[src/rtl/uart_tx_arbiter.sv]
// Round-robin packet arbiter sharing one UART TX core among NUM_REQ byte-stream requesters.
// Build option: define ARB_TAG_EN to prefix every packet with a source tag byte (8'hA0 | grant_id).
module uart_tx_arbiter #(
    parameter int          NUM_REQ       = 3,
    parameter logic [15:0] STALL_TIMEOUT = 16'd1000,
    parameter int          CNT_W         = 16
) (
    input  logic                 clk,
    input  logic                 resetn,
    input  logic [NUM_REQ-1:0]   req_valid,
    input  logic [NUM_REQ*8-1:0] req_data,
    input  logic [NUM_REQ-1:0]   req_last,
    output logic [NUM_REQ-1:0]   req_ready,
    output logic [7:0]           uart_tx_data,
    output logic                 uart_tx_start,
    input  logic                 uart_tx_done,
    output logic                 grant_valid,
    output logic [2:0]           grant_id,
    output logic [CNT_W-1:0]     pkt_bytes,
    output logic                 stall_abort
);

    localparam logic [1:0] ST_IDLE      = 2'd0;
    localparam logic [1:0] ST_SEND      = 2'd1;
    localparam logic [1:0] ST_WAIT_DONE = 2'd2;
`ifdef ARB_TAG_EN
    localparam logic [1:0] ST_TAG       = 2'd3;
`endif

    logic [1:0]         state;
    logic [2:0]         last_grant;
    logic [15:0]        stall_cnt;
    logic [15:0]        stall_next;
    logic               last_latched;
    logic [CNT_W-1:0]   pkt_next;

    logic               sel_valid;
    logic               sel_last;
    logic [7:0]         sel_data;
    logic [NUM_REQ-1:0] grant_onehot;

    logic               lo_found;
    logic               hi_found;
    logic [2:0]         lo_pick;
    logic [2:0]         hi_pick;
    logic               arb_found;
    logic [2:0]         arb_pick;

    // Route the granted requester's valid/data/last and build its one-hot ready mask.
    always_comb begin
        sel_valid    = 1'b0;
        sel_last     = 1'b0;
        sel_data     = 8'd0;
        grant_onehot = '0;
        for (int i = 0; i < NUM_REQ; i++) begin
            if (grant_id == 3'(i)) begin
                sel_valid       = req_valid[i];
                sel_last        = req_last[i];
                sel_data        = req_data[8*i +: 8];
                grant_onehot[i] = 1'b1;
            end
        end
    end

    // Round-robin: lowest requester above last_grant wins, otherwise wrap to the lowest one.
    always_comb begin
        lo_found = 1'b0;
        hi_found = 1'b0;
        lo_pick  = 3'd0;
        hi_pick  = 3'd0;
        for (int i = NUM_REQ - 1; i >= 0; i--) begin
            if (req_valid[i]) begin
                lo_found = 1'b1;
                lo_pick  = 3'(i);
                if (3'(i) > last_grant) begin
                    hi_found = 1'b1;
                    hi_pick  = 3'(i);
                end
            end
        end
        arb_found = lo_found;
        arb_pick  = hi_found ? hi_pick : lo_pick;
    end

    assign stall_next = stall_cnt + 16'd1;
    assign pkt_next   = (&pkt_bytes) ? pkt_bytes : pkt_bytes + CNT_W'(1);

    // Start, ready and abort are registered single-cycle pulses; data and counters hold.
    always_ff @(posedge clk or negedge resetn) begin
        if (!resetn) begin
            state         <= ST_IDLE;
            last_grant    <= 3'(NUM_REQ - 1);
            stall_cnt     <= 16'd0;
            last_latched  <= 1'b0;
            req_ready     <= '0;
            uart_tx_data  <= 8'd0;
            uart_tx_start <= 1'b0;
            grant_valid   <= 1'b0;
            grant_id      <= 3'd0;
            pkt_bytes     <= '0;
            stall_abort   <= 1'b0;
        end else begin
            uart_tx_start <= 1'b0;
            req_ready     <= '0;
            stall_abort   <= 1'b0;
            case (state)
                ST_IDLE: begin
                    if (arb_found) begin
                        grant_id    <= arb_pick;
                        grant_valid <= 1'b1;
                        pkt_bytes   <= '0;
                        stall_cnt   <= 16'd0;
`ifdef ARB_TAG_EN
                        state       <= ST_TAG;
`else
                        state       <= ST_SEND;
`endif
                    end
                end
                ST_SEND: begin
                    if (sel_valid) begin
                        uart_tx_data  <= sel_data;
                        uart_tx_start <= 1'b1;
                        req_ready     <= grant_onehot;
                        last_latched  <= sel_last;
                        pkt_bytes     <= pkt_next;
                        stall_cnt     <= 16'd0;
                        state         <= ST_WAIT_DONE;
                    end else if (stall_next >= STALL_TIMEOUT) begin
                        stall_abort <= 1'b1;
                        last_grant  <= grant_id;
                        grant_valid <= 1'b0;
                        stall_cnt   <= 16'd0;
                        state       <= ST_IDLE;
                    end else begin
                        stall_cnt <= stall_next;
                    end
                end
                ST_WAIT_DONE: begin
                    if (uart_tx_done) begin
                        if (last_latched) begin
                            last_grant  <= grant_id;
                            grant_valid <= 1'b0;
                            state       <= ST_IDLE;
                        end else begin
                            state <= ST_SEND;
                        end
                    end
                end
`ifdef ARB_TAG_EN
                // The tag byte is never the end of a packet, so its done always leads to SEND.
                ST_TAG: begin
                    uart_tx_data  <= 8'hA0 | {5'd0, grant_id};
                    uart_tx_start <= 1'b1;
                    last_latched  <= 1'b0;
                    state         <= ST_WAIT_DONE;
                end
`endif
                default: state <= ST_IDLE;
            endcase
        end
    end

endmodule
[config.mk]
export PLATFORM = sky130hd
export DESIGN_NAME = uart_tx_arbiter
export DESIGN_NICKNAME = d
export VERILOG_FILES = /design/src/rtl/uart_tx_arbiter.sv
export SDC_FILE = /design/constraint.sdc
export NUM_CORES = 1
export LEC_CHECK = 0
export CORE_MARGIN = 2
export CORE_UTILIZATION = 45
export CTS_BUF_LIST = sky130_fd_sc_hd__clkbuf_8 sky130_fd_sc_hd__clkbuf_16
export CTS_CLUSTER_SIZE = 25
export DETAILED_ROUTE_END_ITERATION = 10
export PLACE_DENSITY = 0.73
export SLEW_MARGIN = 20
export SYNTH_ARGS = -nofsm -noshare
export SYNTH_HDL_FRONTEND = slang
export SYNTH_SLANG_ARGS = --single-unit
[constraint.sdc]
create_clock -name clk -period 2.7 [get_ports clk]
set_clock_uncertainty 0.2 [all_clocks]
set_input_delay 0.405 -clock clk [delete_from_list [all_inputs] [get_ports clk]]
set_output_delay 0.405 -clock clk [all_outputs]
set_load 0.1 [all_outputs]
# Word level (Yosys, flattened, before mapping)
# Cells that the tools add are included.
# totals
input_bits	33
word_cells	104
register_bits	55
out_inout_bits	33
# op_classes
n_eq_ne	12
addsub	2
order_cmp	4
muxes	62
n_reduce_logical	13
# ops
cell	n
$mux W16	5
$pmux W16 S2	2
$mux W3	13
$add A16 B1 Y16 const B	2
$mux W1	29
$mux W8	3
$ge A16 B10 Y1 const B	1
$reduce_and A16 Y1	1
$mux W2	7
$ne A2 B2 Y1 const B	7
$gt A1 B3 Y1 const A	2
$pmux W2 S3	1
$pmux W3 S2	1
$reduce_and A2 Y1	3
$reduce_and A6 Y1	1
$reduce_and A5 Y1	1
$reduce_and A4 Y1	1
$reduce_bool A2 Y1	2
$eq A3 B1 Y1 const B	1
$eq A3 B2 Y1 const B	1
$gt A2 B3 Y1 const A	1
$logic_not A3 Y1	1
$ne A3 B3 Y1 const B	1
$pmux W1 S3	1
5 further kinds	5

# Depth between registers and ports, before layout
# Gate-level depths: netlist of the first run.
# depth
depth_word	8
depth_mapped	9
depth_no_buf	7

# Worst setup path before layout of the first run
# No wires, ideal clock.
# synth_timing
kind	register to register
from	register pkt_bytes[0]
to	register pkt_bytes[11]
required_ns	2.334
path_stages_with_launch	10
t_arrival_ns	2.634
path_slack_ns	-0.299
period_less_slack_ns	2.999
path_buffers	2
setup_ns	0.166
path_cell_list	dfrtp_1 > ha_1 > and3_1 > and4_1 > clkbuf_1 > a311oi_2 > o21ai_2 > buf_2 > o21ai_1 > o41ai_1
# synth_via
elab_chain_len	4
elab_cells_between_ends	7
cone_classes	add/sub: 1; eq/ne: 1; mux: 3; reduce/logical: 2
# synth_lines
item	line	source
from (decl)	19	output logic [CNT_W-1:0] pkt_bytes,
from (signal assigned)	126	pkt_bytes <= pkt_next;
$add A16 B1 Y16	86	assign pkt_next = (&pkt_bytes) ? pkt_bytes : pkt_bytes + CNT_W'(1);
$mux W16	86	
$mux W16	121	if (sel_valid) begin
$pmux W16 S2	106	case (state)
# Several ways; a longest one is shown, not always the timed one. The select of a mux whose other input is x is not followed.
# A chain may end at the register's enable or synchronous reset.

# Worst setup path in the final report of the first run
# layout_timing
from	register stall_cnt[1]
to	register state[0]
# layout_via
elab_chain_len	4
# layout_lines
item	line	source
from (decl)	32	logic [15:0] stall_cnt;
from (signal assigned)	136	stall_cnt <= stall_next;
$add A16 B1 Y16	85	assign stall_next = stall_cnt + 16'd1;
$ge A16 B10 Y1	129	end else if (stall_next >= STALL_TIMEOUT) begin
$ne A3 B3 Y1 (no source line)	-	
$reduce_and A3 Y1 (no source line)	-	
to (signal assigned)	91	state <= ST_IDLE;
to (signal assigned)	128	state <= ST_WAIT_DONE;
to (signal assigned)	134	state <= ST_IDLE;
to (decl)	30	logic [1:0] state;
# Every way passes these cells.

==> results of run 1 <==
-- layer usage --
metal	up-vias	wire, um	track usage [%]
met5	-	0	0
met4	0	121	5.11
met3	12	423	3.81
met2	90	3690	34.8
met1	1353	3690	30.6
li1	1381	-	-
-- metrics by stage --
| stage | utilization [%] | hold slack, ns |
|---|---|---|
| after floorplan | - | -0.0906 |
| after global placement | 57.0 | 0.266 |
| after detailed placement | 57.0 | 0.277 |
| after CTS | 58.8 | 0.301 |
| after global routing | 59.1 | 0.328 |
| final | 59.1 | 0.298 |
-- layout make-up --
class / count / area [sq um]
clock inverters: 3 / 42.5
multi-input cells: 251 / 1660
inverters: 12 / 45.0
fillers: 606 / 2750
flip-flops and latches: 53 / 1340
repair buffers: 83 / 713
well taps: 80 / 100
clock buffers: 5 / 68.8
-- cells in the final DEF (no fill, tap or decap), types with 4 or more instances in the layout --
cell type        Yosys  routed
o2bb2ai_1            4       4
nand4_1              4       4
nand2_1             36      36
inv_1               12      13
dfrtp_1             52      46
a21oi_1             18      18
clkdlybuf4s50_1      0      31
clkbuf_8             0       5
dfrtp_2              0       4
o41ai_1              5       5
mux2i_1             10      10
o21ai_1             11      11
a221o_1              5       5
nand3_1             13      13
nor2_1              19      19
o31ai_1              7       7
buf_4                2      49
nor2b_1              4       4
and2_1              10      10
ha_1                 6       4
nand2b_1             4       4
nor3_1              15      15
o21ai_0             21      21
or3_1                4       4
-- how the worst max path moves through the flow --
stage,depth (start not counted),to,start,slack [ns]
6_report,7,state[0],stall_cnt[1],0.13
2_1_floorplan,9,pkt_bytes[11],pkt_bytes[1],0.002
4_1_cts,7,state[0],stall_cnt[1],0.03
5_1_grt,7,state[0],stall_cnt[1],0.0004
3_5_place_dp,7,state[0],stall_cnt[1],0.05
3_3_place_gp,7,state[0],stall_cnt[1],0.14
-- what timing repair did --
item | CTS | global route
endpoints found under the hold margin | 32 | 0
hold buffers | 1 | 0
endpoints found under the setup margin | 0 | 8
resized for setup | 0 | 4
-- report_power, final --
group / leakage, nW / total (W) / internal, W / switching (W)
combinational: 0.949 / 0.00232 / 0.000724 / 0.00159
sequential: 0.700 / 0.00108 / 0.000961 / 0.000121
clock: 0.0595 / 0.000552 / 0.000275 / 0.000277
-- worst reg2reg max path, cell delays in order, from the launching register on --
cell     delay (ns)
dfrtp_1        0.43
ha_2           0.23
nor2b_1        0.13
or3b_1         0.40
a32oi_2        0.31
o32ai_4        0.19
o31ai_4        0.25
mux2_4         0.32
-- state kept, by name, indices dropped and copies added, names as in the netlist --
name           cells
stall_cnt         16
grant_valid        1
grant_id           2
last_latched       1
req_ready          3
uart_tx_start      1
uart_tx_data       8
last_grant         2
state              2
pkt_bytes         16
stall_abort        1
-- cells by family after synthesis --
kind of cell	after synthesis	share of synthesized area, %
AOI/OAI and AO/OA	102	23.8
adders and majority gates	6	2.43
buffers and inverters	29	4.14
DFF	53	43.0
muxes	13	4.46
other	1	0.122
and+or+nand+nor	129	22.1
==> results.py, run 1 <==
metrics = {
    "finish": {
        "num_antenna_cells": 0,
        "signed_area_change_from_the_synthesized_netlist_to_the_final_layout_pct": 28.6,
        "final_layout_size_suffix_gt1_share_pct": 20.9,
        "finalInstanceArea_sq_mm": 0.00397,
        "layoutNonFillerInstCount": 487,
        "nets": 445,
    },
    "place": {
        "placement.setup.worst_slack_ns": 0.0479,
        "placement.io_buffers": 64,
        "routabilityCongestion": 0.889,
        "place.detailed.instances": 478,
        "placement.cell_area_sq_mm": 0.00383,
        "post-dp-hpwl_mm": 5.66,
    },
    "floorplanning": {
        "die-area_sq_mm": 0.00754,
        "area_of_the_placeable_core_sq_mm": 0.00672,
        "io_pins": 66,
        "initial_standard_cell_utilization_of_the_core_pct": 45.9,
        "die_y_um": 86.8,
        "die-width_um": 86.8,
        "row_count": 30,
    },
    "routing": {
        "avg_wl_per_cell_um": 16.3,
        "detail_route.drc_violations": 0,
        "drt-pass1-iter-count": 5,
        "wl_mm": 7.92,
        "vias_per_cell": 5.82,
        "drtAntennaViolNets": 0,
        "detailroute.via_count": 2836,
        "drt-initial-drc-count": 199,
    },
    "clock_network": {
        "clk_latency_ns": 0.31,
        "cts_made_buffers": 5,
        "cts_tree": "built",
        "clock_sinks": 53,
        "post_cts.repair.setup_buffers": 0,
        "h_tree_levels": 2,
        "path_clk_slew_ns": 0.10,
        "clock_tree.buffer_depth": 2,
        "clock-root-buffer": "clkbuf_8",
    },
    "timing": {
        "post-route-worst-setup-slack_ns": 0.131,
        "min_period_ns": 2.57,
        "finalHoldViolations": 0,
        "tightestPinTransition_ns": 0.764,
        "slew-limit-headroom_pct": 49.1,
        "grt_setup_unrepaired": "false",
        "setup_viol": 0,
        "slew_violations": 0,
        "finalCritPeriodShare_pct": 95.1,
        "fin_tns_setup_ns": 0,
        "max_clock_freq_ghz": 0.389,
    },
    "synthesis": {
        "count_of_yosys_warnings_during_synthesis": 0,
        "synth_enable_flop_cells": 0,
        "synth-seq-cells": 53,
        "seq_area_frac_synth_pct": 43.0,
        "synth_nets": 372,
        "synthesis.area_per_instance_sq_um": 9.27,
        "synth_area_leader_cell": "dfrtp_1",
        "async_reset_ff_share_pct": 100,
        "post_synth_instance_area_sq_mm": 0.00309,
        "netlist.area_leader.share_pct": 42.2,
        "synthTopCellsByArea": "dfrtp_1, nand2_1, o21ai_0, mux2i_1, a21oi_1",
        "post_synth_most_frequent_cells": "dfrtp_1, nand2_1, o21ai_0",
        "most_frequent_cell_after_synthesis": "dfrtp_1",
        "synth_cells": 333,
        "postSynth.topFlopCell": "dfrtp_1",
        "synth.lib_cells_used.distinct": 64,
    },
    "worst_setup_path": {
        "reg2reg_setup_slack_ns": 0.13,
        "critPathKind": "flip-flop to flip-flop",
        "worst-path-buf-inv": 0,
        "timing.critical_path.cells": "ha_2 > nor2b_1 > or3b_1 > a32oi_2 > o32ai_4 > o31ai_4 > mux2_4",
        "crit_path_max_fanout": 9,
        "r2r-start": "stall_cnt[1]",
        "timing.critical_path.slowest_stage_cell": "dfrtp_1",
        "worst_flop_to_flop_path_endpoint": "state[0]",
        "critical-path-top-delay-family": "compound AO/OA/AOI/OAI gates",
        "cp.arrival_ns": 2.56,
        "critical-path-max-stage-delay_ns": 0.43,
        "worst-r2r-cell-count": 7,
        "critPathLaunchType": "flip-flop",
        "timing.critical_path.required_ns": 2.69,
        "crit_path_end_kind": "flip-flop",
    },
    "worst_hold_path": {
        "worstHoldEndpoint": "uart_tx_data[4]",
        "worstHoldPathType": "flip-flop to flip-flop",
        "min-delay-start": "uart_tx_data[4]",
        "whs_path_depth": 2,
    },
    "global_routing": {
        "gr-total-overflow": 0,
        "grt_antenna_before_repair": 0,
        "number_of_global_route_vias_before_repair": 2661,
        "grt_first_pass_wirelength_mm": 13.2,
        "grt_start_max_net_pins": 35,
        "grt_usage_pct": 21.7,
    },
    "outcome": {
        "outcome": "complete, no violations",
    },
    "pwr": {
        "power_per_cell_area_mw_per_mm2": 996,
        "p_total_w": 0.00395,
        "total_leakage_power_nw": 1.71,
        "peakVddDrop_mv": 0.414,
    },
    "flow_run": {
        "maxCapViolCount": 0,
    },
}
No activity file was read; power rests on OpenSTA's default activity.
==> run 2: changes to the inputs <==
--- a/config.mk
+++ b/config.mk
@@ -10,7 +10,7 @@
 export CTS_BUF_LIST = sky130_fd_sc_hd__clkbuf_8 sky130_fd_sc_hd__clkbuf_16
 export CTS_CLUSTER_SIZE = 25
 export DETAILED_ROUTE_END_ITERATION = 10
-export PLACE_DENSITY = 0.73
+export PLACE_DENSITY = 0.7
 export SLEW_MARGIN = 20
 export SYNTH_ARGS = -nofsm -noshare
 export SYNTH_HDL_FRONTEND = slang
==> constraint.sdc (replaced) <==
create_clock -name clk -period 2.6 [get_ports clk]
set_clock_uncertainty 0.2 [all_clocks]
set_input_delay 0.39 -clock clk [delete_from_list [all_inputs] [get_ports clk]]
set_output_delay 0.39 -clock clk [all_outputs]
set_load 0.1 [all_outputs]
==> results.py, run 2 (synthesized netlist as in run 1, its figures left out) <==
metrics = {
    "outcome": {
        "outcome": "complete, no violations",
    },
    "clock_network": {
        "clock-root-buffer": "clkbuf_8",
        "cts_tree": "built",
        "clock_tree.buffer_depth": 2,
        "clk_latency_ns": 0.31,
        "h_tree_levels": 2,
        "path_clk_slew_ns": 0.10,
        "cts_made_buffers": 5,
        "clock_sinks": 53,
    },
    "finish": {
        "most-common-layout-cells": "buf_4, dfrtp_1, nand2_1",
        "final_layout_size_suffix_gt1_share_pct": 24.5,
        "finalInstanceArea_sq_mm": 0.00410,
        "reg.largest.list": "pkt_bytes (16), stall_cnt (16), uart_tx_data (8)",
        "nets": 459,
        "signed_area_change_from_the_synthesized_netlist_to_the_final_layout_pct": 32.8,
        "utilization_pct": 61.0,
        "num_antenna_cells": 0,
        "mostFrequentLayoutCell": "buf_4",
    },
    "timing": {
        "grt_setup_unrepaired": "false",
        "fin_tns_setup_ns": 0,
        "setup_viol": 0,
        "slew-limit-headroom_pct": 59.3,
        "finalCritPeriodShare_pct": 95.9,
        "slew_violations": 0,
        "fin_worst_hold_slack_ns": 0.299,
        "finalHoldViolations": 0,
        "post-route-worst-setup-slack_ns": 0.106,
        "tightestPinTransition_ns": 0.610,
        "max_clock_freq_ghz": 0.401,
        "min_period_ns": 2.49,
    },
    "global_routing": {
        "grt_start_max_net_pins": 30,
        "grt_antenna_before_repair": 0,
        "gr-total-overflow": 0,
        "grt_first_pass_wirelength_mm": 13.3,
        "number_of_global_route_vias_before_repair": 2759,
        "grt_usage_pct": 22.0,
    },
    "worst_setup_path": {
        "critPathKind": "flip-flop to flip-flop",
        "crit_path_end_kind": "flip-flop",
        "cp.arrival_ns": 2.53,
        "crit_path_max_fanout": 4,
        "critPathLaunchType": "flip-flop",
        "timing.critical_path.required_ns": 2.63,
    },
    "floorplanning": {
        "die_y_um": 86.8,
        "area_of_the_placeable_core_sq_mm": 0.00672,
        "io_pins": 66,
        "die-width_um": 86.8,
        "initial_standard_cell_utilization_of_the_core_pct": 45.9,
        "die-area_sq_mm": 0.00754,
        "row_count": 30,
    },
    "routing": {
        "wl_mm": 7.81,
        "detailroute.via_count": 2885,
        "vias_per_cell": 5.76,
        "drtAntennaViolNets": 0,
        "detail_route.drc_violations": 0,
        "drt-initial-drc-count": 162,
        "avg_wl_per_cell_um": 15.6,
        "drt-pass1-iter-count": 4,
    },
    "flow_run": {
        "maxCapViolCount": 0,
    },
    "pwr": {
        "peakVddDrop_mv": 0.589,
        "power_per_cell_area_mw_per_mm2": 1000,
        "total_leakage_power_nw": 1.78,
    },
    "place": {
        "post-dp-hpwl_mm": 5.88,
        "routabilityCongestion": 0.869,
        "placement.io_buffers": 64,
        "placement.setup.worst_slack_ns": 0.0185,
        "placement.cell_area_sq_mm": 0.00396,
    },
    "worst_hold_path": {
        "worstHoldPathType": "flip-flop to flip-flop",
    },
}
run 2: cell types whose count changed in the layout (fill, tap and decap cells not counted), moves of 2 or more:
cell | previous run | this run
clkinvlp_4 | 0 | 2
o41ai_1 | 5 | 3
dfrtp_1 | 46 | 44
o41ai_2 | 0 | 2
buf_12 | 1 | 3
dfrtp_2 | 4 | 6
buf_4 | 49 | 61
run 2: cell type report:
type / count / area, sq um
repair buffers: 97 / 843
well taps: 80 / 100
multi-input cells: 251 / 1680
clock buffers: 5 / 68.8
flip-flops and latches: 53 / 1340
clock inverters: 3 / 18.8
fillers: 584 / 2620
inverters: 12 / 45.0
run 2: repair_timing:
action	4_1_cts	5_1_grt
hold buffers	1	0
setup endpoints to repair	1	11
gates resized for setup	1	3
buffers inserted	1	2
pin swaps	2	3
endpoints found under the hold margin	23	0
run 2: critical path, cell delays in order (launching register included):
cell       delay [ns]
dfrtp_1          0.40
ha_2             0.21
nor2b_1          0.13
or3b_1           0.39
a32oi_2          0.30
o32ai_4          0.15
buf_4            0.20
o41ai_2          0.28
o2bb2ai_1        0.15
run 2: report_power, final:
part           total [W]  switching (W)  internal (W)
Sequential       0.00112       0.000125      0.000999
Combinational    0.00252        0.00169      0.000828
Clock           0.000457       0.000271      0.000186
run 2: per-layer routing:
| metal | wire length (um) | GRT usage [%] | vias to the layer above | part of all wire (%) |
|---|---|---|---|---|
| met3 | 298 | 3.52 | 7 | 3.8 |
| met1 | 3590 | 30.6 | 1405 | 46 |
| met2 | 3840 | 36.0 | 63 | 49 |
| li1 | - | - | 1410 | - |
| met5 | 0 | 0 | - | 0 |
| met4 | 82 | 5.26 | 0 | 1.0 |
run 2: metrics by stage:
stage,total power (W),std cells
6_report,0.00410,501
5_1_grt,0.00436,501
4_1_cts,0.00412,499
3_5_place_dp,0.00365,489
3_3_place_gp,0.00362,489
2_1_floorplan,0.00291,333
run 2: path summary, 6_finish.rpt:
kind | startpoint | to | slack (ns) | depth (start not counted)
max | stall_cnt[0] | stall_cnt[8] | 0.11 | 8
min | uart_tx_data[3] | uart_tx_data[3] | 0.30 | 2
max in group asynchronous | resetn | pkt_bytes[0] | 1.18 | 3
max reg2reg | stall_cnt[0] | stall_cnt[8] | 0.11 | 8
min reg2reg | uart_tx_data[3] | uart_tx_data[3] | 0.30 | 2
min in group asynchronous | resetn | uart_tx_data[6] | 0.42 | 2
==> RTL change: new RTL, settings of run 1 <==
Set the parameter `CNT_W` to 32 (it was 16).
--- a/src/rtl/uart_tx_arbiter.sv
+++ b/src/rtl/uart_tx_arbiter.sv
@@ -3,7 +3,7 @@
 module uart_tx_arbiter #(
     parameter int          NUM_REQ       = 3,
     parameter logic [15:0] STALL_TIMEOUT = 16'd1000,
-    parameter int          CNT_W         = 16
+    parameter int          CNT_W         = 32
 ) (
     input  logic                 clk,
     input  logic                 resetn,
Interface: changed (resized pkt_bytes); port bits go from 66 to 82. The function was not compared with the original's and may differ.
==> RTL change against run 1 <==
- wire length increased by 25%
- total power increased by 16%
- sequential share of layout area fell by 0.16 points
- cell area is 36% higher
- maximum frequency decreased by 1.5%
- synthesized area increased by 27%
- worst hold slack got worse by 0.014 ns
- cell count increased by 35%
- setup slack lost 0.039 ns
- sequential cell count grew 16
- critical path depth rose by 2
- critical path type unchanged
- largest power group unchanged
==> RTL change: results <==
[placed_design]
place_hpwl_mm = 7.112
io_buffers = 80
place.gp.congestion = 0.8615
place_ws_ns = -0.2098

[logic_synthesis]
yosysSeqAreaShare_pct = 44.04
synth_fp_nets = 467
syn_area_per_cell_um2 = 9.168
synthTopCellsByArea = "dfrtp_1, xnor2_1, nor2_1"

[sta]
worst_pin_slew_ns = 0.7098
hold-worst-slack_ns = 0.2842

[global_route]
grt_pass1_vias = 3573
grt_use_total_pct = 21.19
grt_pass1_wl_mm = 16.70

[routing]
vias = 3630
drt_pass1_iterations = 4

[finish]
drive_gt1_share_pct = 32.12

[worst_hold_path]
hold_end = "uart_tx_data[3]"
min_from = "uart_tx_data[3]"

[power_and_ir_drop]
p_comb_share_pct = 50.4
ir_worst_vdd_v = 0.0006787
total_leakage_power_nw = 2.364
pwr-share-clk_pct = 20.8

[clock_tree]
cts.clk_slew.worst_paths_ns = 0.08
htree_levels = 3

[critical_path]
endpoint = "last_grant[0]"
crit_fanout = 5
r2r_cells = 9
cp-startpoint = "stall_cnt[6]"

[run_status]
outcome = "complete, no violations"
[RTL change: cell families (layout without fill, tap and decap cells)]
| kind of cell | Yosys count | after routing | synth area share, % |
|---|---|---|---|
| buffers and inverters | 37 | 160 | 4.049 |
| AOI/OAI and AO/OA | 65 | 65 | 10.87 |
| and+or+nand+nor | 205 | 205 | 28.41 |
| DFF | 69 | 69 | 44.04 |
| muxes | 15 | 15 | 3.922 |
| xor gates and xnor gates | 30 | 30 | 6.697 |
| other | 1 | 1 | 0.09557 |
| adders and majority gates | 6 | 6 | 1.913 |
[RTL change: area by class of cell]
type	instances	area, um^2
Tap cell	108	135.1
Fill cell	720	3211
Clock inverter	6	86.33
Clock buffer	10	137.6
Multi-Input combinational cell	322	2101
Sequential cell	69	1809
Inverter	12	45.04
Timing Repair Buffer	132	1069
[RTL change: routing by layer]
metal | routed length [um] | GRT usage [%]
met5 | 0 | 0
met4 | 111 | 6.517
met3 | 507 | 4.820
met2 | 4914 | 35.92
met1 | 4395 | 27.06
